`src/rtl/wide_cmp_seq_pkg.sv`:
```
// rtl/wide_cmp_seq_pkg.sv - shared types and constants for the sequential wide comparator
package wide_cmp_seq_pkg;

  // Width of one comparator slice; the shared comp4 works on one nibble at a time
  localparam int NIBBLE_W = 4;

  // Controller states
  typedef enum logic [1:0] {
    ST_IDLE = 2'd0,
    ST_RUN  = 2'd1,
    ST_DONE = 2'd2
  } state_t;

  // Result encodings, bit order {eq, gt, lt}; all-zero means no result yet
  localparam logic [2:0] RES_NONE = 3'b000;
  localparam logic [2:0] RES_EQ   = 3'b100;
  localparam logic [2:0] RES_GT   = 3'b010;
  localparam logic [2:0] RES_LT   = 3'b001;

  // Index counter width, never narrower than one bit
  function automatic int idx_width(input int nibbles);
    return (nibbles > 1) ? $clog2(nibbles) : 1;
  endfunction

endpackage

```
`src/rtl/wide_cmp_seq_if.sv`:
```
// rtl/wide_cmp_seq_if.sv - request/result bundle between a datapath and the wide comparator
interface wide_cmp_seq_if #(
  parameter int NIBBLES = 4
);
  import wide_cmp_seq_pkg::*;

  localparam int W = NIBBLE_W * NIBBLES;

  logic         start;
  logic [W-1:0] a;
  logic [W-1:0] b;
  logic         ready;
  logic         done;
  logic         eq;
  logic         gt;
  logic         lt;

  // Requesting datapath side
  modport master (
    output start, a, b,
    input  ready, done, eq, gt, lt
  );

  // Comparator controller side
  modport slave (
    input  start, a, b,
    output ready, done, eq, gt, lt
  );

endinterface

```
`src/rtl/wide_cmp_seq_comp4.sv`:
```
// rtl/wide_cmp_seq_comp4.sv - 4-bit unsigned magnitude comparator slice (one-hot eq/gt/lt)
module comp4
  import wide_cmp_seq_pkg::*;
(
  output logic                eq,
  output logic                gt,
  output logic                lt,
  input  logic [NIBBLE_W-1:0] a,
  input  logic [NIBBLE_W-1:0] b
);

  assign eq = (a == b);
  assign gt = (a > b);
  assign lt = (a < b);

endmodule

```
`src/rtl/wide_cmp_seq.sv`:
```
// rtl/wide_cmp_seq.sv - sequential MSB-first wide compare over one shared comp4; CMP_EARLY_EXIT_EN ends RUN at the first differing nibble
module wide_cmp_seq
  import wide_cmp_seq_pkg::*;
#(
  parameter int NIBBLES = 4
) (
  input  logic          clk,
  input  logic          rst_n,
  wide_cmp_seq_if.slave bus
);

  localparam int W     = NIBBLE_W * NIBBLES;
  localparam int IDX_W = idx_width(NIBBLES);
  localparam logic [IDX_W-1:0] IDX_TOP = IDX_W'(NIBBLES - 1);

  state_t             state_q;
  logic [W-1:0]       a_q;
  logic [W-1:0]       b_q;
  logic [IDX_W-1:0]   idx_q;
  logic               decided_q;
  logic [2:0]         pend_q;
  logic [2:0]         res_q;
  logic               done_q;

  logic [NIBBLE_W-1:0] nib_a;
  logic [NIBBLE_W-1:0] nib_b;
  logic                c_eq;
  logic                c_gt;
  logic                c_lt;
  logic                first_diff;
  logic [2:0]          pend_d;
  logic                exit_run;

  // The shared slice always looks at the nibble selected by the walking index
  assign nib_a = a_q[NIBBLE_W*idx_q +: NIBBLE_W];
  assign nib_b = b_q[NIBBLE_W*idx_q +: NIBBLE_W];

  comp4 u_comp4 (
    .eq (c_eq),
    .gt (c_gt),
    .lt (c_lt),
    .a  (nib_a),
    .b  (nib_b)
  );

  // Pending result: only the first differing nibble from the MSB may set it
  always_comb begin
    first_diff = 1'b0;
    pend_d     = pend_q;
    exit_run   = 1'b0;
    if (state_q == ST_RUN) begin
      first_diff = !c_eq && !decided_q;
      if (first_diff) begin
        pend_d = {1'b0, c_gt, c_lt};
      end
`ifdef CMP_EARLY_EXIT_EN
      exit_run = (idx_q == '0) || first_diff;
`else
      exit_run = (idx_q == '0);
`endif
    end
  end

  // Controller FSM with registered operands, index, pending and final result
  always_ff @(posedge clk or negedge rst_n) begin
    if (!rst_n) begin
      state_q   <= ST_IDLE;
      a_q       <= '0;
      b_q       <= '0;
      idx_q     <= '0;
      decided_q <= 1'b0;
      pend_q    <= RES_NONE;
      res_q     <= RES_NONE;
      done_q    <= 1'b0;
    end else begin
      case (state_q)
        ST_IDLE: begin
          if (bus.start) begin
            a_q       <= bus.a;
            b_q       <= bus.b;
            idx_q     <= IDX_TOP;
            decided_q <= 1'b0;
            // Seeded with eq so a scan with no differing nibble needs no extra decode
            pend_q    <= RES_EQ;
            state_q   <= ST_RUN;
          end
        end
        ST_RUN: begin
          pend_q <= pend_d;
          if (first_diff) begin
            decided_q <= 1'b1;
          end
          if (exit_run) begin
            res_q   <= pend_d;
            done_q  <= 1'b1;
            state_q <= ST_DONE;
          end else begin
            idx_q <= idx_q - 1'b1;
          end
        end
        ST_DONE: begin
          done_q  <= 1'b0;
          state_q <= ST_IDLE;
        end
        default: begin
          done_q  <= 1'b0;
          state_q <= ST_IDLE;
        end
      endcase
    end
  end

  assign bus.ready = (state_q == ST_IDLE);
  assign bus.done  = done_q;
  assign bus.eq    = res_q[2];
  assign bus.gt    = res_q[1];
  assign bus.lt    = res_q[0];

endmodule

```
`src/flat_wrapper.sv`:
```
// flat-port wrapper written by rule: the top's interface ports become plain ports
module wide_cmp_seq_flat import wide_cmp_seq_pkg::*;
#(
  parameter int NIBBLES = 4
)
  (clk, rst_n, bus_start, bus_a, bus_b, bus_ready, bus_done, bus_eq, bus_gt, bus_lt);
  wide_cmp_seq_if #(.NIBBLES(NIBBLES)) bus_i ();
  input  logic clk;
  input  logic rst_n;
  input wire logic [$bits(bus_i.start)-1:0] bus_start;
  input wire logic [$bits(bus_i.a)-1:0] bus_a;
  input wire logic [$bits(bus_i.b)-1:0] bus_b;
  output wire logic [$bits(bus_i.ready)-1:0] bus_ready;
  output wire logic [$bits(bus_i.done)-1:0] bus_done;
  output wire logic [$bits(bus_i.eq)-1:0] bus_eq;
  output wire logic [$bits(bus_i.gt)-1:0] bus_gt;
  output wire logic [$bits(bus_i.lt)-1:0] bus_lt;
  assign bus_i.start = bus_start;
  assign bus_i.a = bus_a;
  assign bus_i.b = bus_b;
  assign bus_ready = bus_i.ready;
  assign bus_done = bus_i.done;
  assign bus_eq = bus_i.eq;
  assign bus_gt = bus_i.gt;
  assign bus_lt = bus_i.lt;
  wide_cmp_seq #(.NIBBLES(NIBBLES)) u_core (.clk(clk), .rst_n(rst_n), .bus(bus_i));
endmodule
```
`config.mk`:
```
export PLATFORM = sky130hd
export DESIGN_NAME = wide_cmp_seq_flat
export DESIGN_NICKNAME = d
export VERILOG_FILES = /design/src/rtl/wide_cmp_seq_pkg.sv /design/src/rtl/wide_cmp_seq_if.sv /design/src/rtl/wide_cmp_seq_comp4.sv /design/src/rtl/wide_cmp_seq.sv /design/src/flat_wrapper.sv
export SDC_FILE = /design/constraint.sdc
export NUM_CORES = 1
export LEC_CHECK = 0
export BUFFER_PORTS_ARGS = -buffer_cell sky130_fd_sc_hd__buf_2
export CAP_MARGIN = 25
export CORE_MARGIN = 3
export CORE_UTILIZATION = 54
export CTS_CLUSTER_SIZE = 25
export DETAILED_ROUTE_END_ITERATION = 8
export HOLD_SLACK_MARGIN = 0.05
export PLACE_DENSITY = 0.78
export SYNTH_ARGS = -nofsm -noshare
export SYNTH_HDL_FRONTEND = slang
export SYNTH_SLANG_ARGS = --single-unit
```
`constraint.sdc`:
```
create_clock -name clk -period 2.3 [get_ports clk]
set_input_delay 0.575 -clock clk [delete_from_list [all_inputs] [get_ports clk]]
set_output_delay 0.575 -clock clk [all_outputs]
set_load 0.05 [all_outputs]
```
==> results of run 1 <==
-- cell usage in the layout, fill, tap and decap left out, types with 2 or more instances in the layout --
cell	instances
inv_1	8
buf_2	39
buf_4	6
ha_1	5
nor3b_1	2
nor2_1	2
clkbuf_8	5
mux4_1	2
o21ai_0	6
dfrtp_1	44
mux4_2	6
a21oi_1	4
nand3_1	2
nand2_1	102
nand3b_1	2
-- worst min path at each step --
| stage | start | endpoint | slack [ps] |
|---|---|---|---|
| after floorplan | rst_n | u_core.a_q[0] | 280 |
| after global placement | u_core.b_q[12] | u_core.b_q[12] | 460 |
| after detailed placement | u_core.b_q[12] | u_core.b_q[12] | 460 |
| after CTS | rst_n | u_core.a_q[1] | 360 |
| after global routing | rst_n | u_core.a_q[1] | 380 |
| final | rst_n | u_core.res_q[0] | 340 |
-- final cells by class --
type	count	share of cell area (%)
Sequential cell	44	46.9
Clock inverter	2	0.533
Tap cell	46	2.45
Clock buffer	5	2.93
Timing Repair Buffer	46	10.7
Inverter	8	1.28
Multi-Input combinational cell	143	35.2
-- where the power goes --
part / internal, mW / switching (mW) / total (mW)
combinational: 0.716 / 0.870 / 1.59
sequential: 1.14 / 0.228 / 1.37
clock: 0.205 / 0.249 / 0.454
total: 2.06 / 1.35 / 3.41
-- through the flow --
stage | area (sq um) | setup WS (ps)
after detailed placement | 2260 | 140
after global routing | 2350 | 19.2
after global placement | 2260 | 217
final | 2350 | 144
after CTS | 2340 | 108
after floorplan | 2010 | 226
-- critical path, cell delays in order (launching register included) --
cell      delay [ps]
dfrtp_1          380
buf_6            150
mux4_2           500
ha_1             340
a41oi_2          240
nand3b_1         200
nand3_1          130
o21ai_0           90
-- sequential cells by signal, summed over array words and instances (netlist names) --
signal and count:
u_core.a_q 16, u_core.b_q 16, u_core.pend_q 3, u_core.res_q 3
u_core.idx_q 2, u_core.state_q 2, u_core.bus.done 1, u_core.decided_q 1
-- cells by family after synthesis --
family                   count (synthesis)  synth area share, %
AND/OR/NAND/NOR                        116                 24.2
flip-flops                              44                 54.7
buffers and inverters                   16                 4.17
AO/OA/AOI/OAI                           14                 4.48
multiplexers                             8                 9.33
adder cells (fa/ha/maj)                  5                 3.11
-- synth_stat cells --
master	n	share of area (%)
ha_1	5	3.1
nor3b_4	1	0.93
mux4_2	6	6.7
nor2b_1	1	0.31
buf_6	1	0.56
nand3_1	2	0.50
buf_2	4	1.0
nor2_1	2	0.37
buf_4	3	1.1
o21a_1	1	0.37
a21oi_1	4	1.0
nand3b_1	2	0.75
o211ai_1	1	0.37
nor3b_2	1	0.62
mux4_1	2	2.6
or2_1	1	0.31
nand2_1	102	19
dfrtp_1	44	55
nand2_2	1	0.31
o21ai_0	6	1.5
and2_1	1	0.31
inv_1	8	1.5
a41oi_2	1	0.81
nor3b_1	2	0.75
a2bb2oi_1	1	0.44
-- metal layers --
layer	share of wire [%]	vias up	GRT usage, %
met3	5.7	7	6.75
met1	48	667	25.4
li1	-	744	-
met5	0	-	0
met4	1.5	0	6.08
met2	45	35	29.0
==> impl_results.md, run 1 <==
* Row count at 21
* RSZ-0062 raised after global routing: no
* Remaining Overflow, GRT at 0
* DRT Wirelength at 3500 um
* Rel. slew slack at 58.5%
* DR DRC count at 0
* Yosys cell types at 25
* Ports at 40
* Power Total at 3.41 mW
* Worst endpoint data arrival time at 2330 ps
* Hpwl dp at 2530 um
* CP Capture Type: flip-flop
* Worst min path class: primary input to async pin
* First-pass GRT wire length at 6330 um
* CORE AREA at 3470 sq um
* FMAX at 464 MHz
* Status: complete, no violations
* Startpoint Class: flip-flop
* H-tree Lvls at 2
* Setup TNS at 0 ps
* Static Leak at 1.26 nW
* CP max FO at 7
* Mapped Avg Cell Area at 9.91 sq um
* Clock Pin Slew Worst Setup and Hold Paths at 80 ps
* Clock Tree Buf Depth at 2
* Routed length per instance at 11.9 um
* Clk sinks at 44
* R2R Path End: u_core.pend_q[1]
* MaxCap Viol Count at 0
* Final core occ at 67.7%
* Max Slew Vio Count at 0
* Seq cells post-synth at 44
* TritonCTS clock tree: built
* Crit path launch: u_core.idx_q[0]
* Power Density at 1450 nW/um^2
* Max rail drop VDD at 0.557 mV
* Register-to-Register Path Depth at 7
* Yosys warnings at 0
* Critical path type: flip-flop to flip-flop
* CTS resizes at 0
* Final Hold Slack at 337 ps
* Clock root cell: clkbuf_8
* Antenna violations before repair at 0
* Initial Util at 58.0%
* Antenna diode count at 0
* Hold-fix buffers, CTS at 0
* Vias at 1453
* Layout cells sized above 1 at 25.4%
* Final setup viols at 0
* Largest net degree at the start of global routing at 45
* Die Footprint at 4490 sq um
* Crit path required time at 2480 ps
* Seq/Total Area, Yosys at 54.7%
* Via density per instance at 4.94
* Post-synthesis cell area at 2010 sq um
* Total CTS buffers at 5
* Routability Congestion at 0.788
* Final net count at 288
* Slew of the pin with the lowest slew margin at 621 ps
* Synth Net Count at 243
* Fill cells at 305
* Die height at 67.0 um
* FF+latch area at 1100 sq um
* Worst r2r src: u_core.idx_q[0]
* Number of routed nets with antenna violations at 0
* Synth Instances at 203
* Fin. Hold Viols at 0
* Area of the multi-input gates at 827 sq um
* Post-layout min period at 2160 ps
* Postcts setup bufs at 0
* Number of global-route vias before repair at 1433
* Total track usage at 19.1%
* Initial DRC Count at 82
* Pre-antenna DRT Iters at 4
* Clock latency on the worst-skew pair at 300 ps
* Final cell count without fillers at 294
* Clk_skew at 5.60 ps
* DP Cell Count at 287
* Period utilization at 93.7%
* Die width at 67.0 um
* Worst Setup EP: u_core.pend_q[1]
* R2R Setup Slk at 140 ps
* Port Buffers at 39
* Synth-to-layout area growth at 16.7%
(Power assumes the default switching activity.)
==> run 2, diff against run 1 <==
--- a/config.mk
+++ b/config.mk
@@ -8,11 +8,11 @@
 export BUFFER_PORTS_ARGS = -buffer_cell sky130_fd_sc_hd__buf_2
 export CAP_MARGIN = 25
 export CORE_MARGIN = 3
-export CORE_UTILIZATION = 54
+export CORE_UTILIZATION = 50
 export CTS_CLUSTER_SIZE = 25
 export DETAILED_ROUTE_END_ITERATION = 8
 export HOLD_SLACK_MARGIN = 0.05
-export PLACE_DENSITY = 0.78
+export PLACE_DENSITY = 0.74
 export SYNTH_ARGS = -nofsm -noshare
 export SYNTH_HDL_FRONTEND = slang
 export SYNTH_SLANG_ARGS = --single-unit
==> constraint.sdc (replaced) <==
create_clock -name clk -period 2.3 [get_ports clk]
set_input_delay 0.115 -clock clk [delete_from_list [all_inputs] [get_ports clk]]
set_output_delay 0.115 -clock clk [all_outputs]
set_load 0.05 [all_outputs]
==> run 2 against run 1 <==
Via count up 12%; non-clock buffer count up 33; critical path depth unchanged; first-iteration DRC count up 32%; cell area up 17%; wire length up 30%; utilization up 5.3 points; clock-buffer cell count up 1; sequential power about the same; hold slack worse by 190 ps; clock skew up 3.4 ps; largest cell class unchanged; largest power group unchanged; highest routed layer unchanged.
==> impl_results.md, run 2 (synthesis gave the netlist of run 1 again) <==
* Ports at 40
* Antenna diode count at 0
* Vias at 1633
* DP Area at 2260 sq um
* Slew of the pin with the lowest slew margin at 612 ps
* Port Buffers at 39
* Max rail drop VDD at 0.712 mV
* R2R Setup Slk at 160 ps
* First-pass GRT wire length at 7870 um
* Row count at 22
* Startpoint Class: flip-flop
* Clock Pin Slew Worst Setup and Hold Paths at 80 ps
* Synth-to-layout area growth at 36.9%
* Largest net degree at the start of global routing at 45
* FMAX at 468 MHz
* Pre-CTS setup slack at 109 ps
* MaxCap Viol Count at 0
* Pre-antenna DRT Iters at 4
* Final worst setup slack at 162 ps
* Final cell area excluding filler cells at 2750 sq um
* Slowest cell on crit path: mux4_2
* Max Slew Vio Count at 0
* Power Density at 1370 nW/um^2
* CP Cell Sequence: buf_6 -> mux4_2 -> ha_1 -> a41oi_2 -> nand3b_1 -> nand3_1 -> o21ai_1
* Antenna violations before repair at 0
* Final core occ at 73.0%
* H-tree Lvls at 2
* Final setup viols at 0
* Crit path required time at 2480 ps
* Most common cell after layout, fill and taps aside: nand2_1
* Post-layout min period at 2140 ps
* DRT Wirelength at 4550 um
* Period utilization at 93.0%
* Kind of cell adding the most delay to the critical path: multiplexers
* TritonCTS clock tree: built
* Total track usage at 20.8%
* Hpwl dp at 2810 um
* Die Footprint at 4820 sq um
* Clk_skew at 9.03 ps
* Rel. slew slack at 59.0%
* Register-to-Register Path Depth at 7
* Clock latency on the worst-skew pair at 300 ps
* Worst endpoint data arrival time at 2320 ps
* Die height at 69.4 um
* Final cell count without fillers at 330
* Slowest Stage Delay on Critical Path at 510 ps
* Final net count at 321
* Initial Util at 53.4%
* Via density per instance at 4.95
* Worst r2r src: u_core.idx_q[0]
* Routability Congestion at 0.735
* CORE AREA at 3770 sq um
* Buf/Inv on CP at 1
* Setup TNS at 0 ps
* Number of routed nets with antenna violations at 0
* CP Capture Type: flip-flop
* Crit path launch: u_core.idx_q[0]
* Initial DRC Count at 108
* Static Leak at 1.42 nW
* Die width at 69.4 um
* Fin. Hold Viols at 0
* Clk sinks at 44
* DP Cell Count at 287
* Clock root cell: clkbuf_8
* Number of global-route vias before repair at 1717
* Routed length per instance at 13.8 um
* Clock Tree Buf Depth at 2
* DR DRC count at 0
* Critical path type: flip-flop to flip-flop
* Worst path depth at 7
* Status: complete, no violations
* Total CTS buffers at 5
* Worst min path class: primary input to async pin
* Remaining Overflow, GRT at 0
* Most frequent cells in the layout: nand2_1, dfrtp_1, buf_2
* CP max FO at 7
* Top Registers: u_core.a_q: 16 flops, u_core.b_q: 16 flops
* Layout cells sized above 1 at 23.4%
run 2: cell types whose count changed in the layout (fill, tap and decap cells not counted), sizes merged:
cell         previous run  this run
clkinvlp                1         0
bufinv                  0         1
clkbuf                  5         6
dlygate4sd3             0        33
run 2: path summary, 6_finish.rpt:
path,endpoint
setup / recovery,u_core.pend_q[0]
hold / removal,u_core.pend_q[2]
setup reg to reg,u_core.pend_q[0]
hold reg to reg,u_core.a_q[0]
max in group asynchronous,u_core.a_q[13]
min in group clk,u_core.b_q[4]
run 2: metrics by stage:
step / hold WS, ps / total power [mW]
5_1_grt: 152 / 4.09
3_3_place_gp: 305 / 2.93
2_1_floorplan: -181 / 2.58
3_5_place_dp: 310 / 3.02
4_1_cts: 281 / 3.65
6_report: 147 / 3.77
run 2: final cells by class:
cell class,instances,area [sq um]
Clock buffer,6,72.6
Timing Repair Buffer,79,607
Fill cell,270,1020
Inverter,8,30.0
Tap cell,48,60.1
Sequential cell,44,1100
Clock inverter,2,35.0
Multi-Input combinational cell,143,848
run 2: timing repair:
action	CTS	global route
hold endpoints to repair	76	0
hold buffers	33	0
resized for setup	0	5
setup buffers	0	1
setup endpoints to repair	0	3
run 2: per-layer routing:
layer	share of wire [%]	track usage (%)
met1	42	25.8
met2	52	35.4
met3	3.9	3.91
met4	1.9	9.33
met5	0	0
run 2: power by group:
part	internal, mW	switching [mW]
logic	0.844	0.965
clock network	0.322	0.252
registers	1.14	0.244
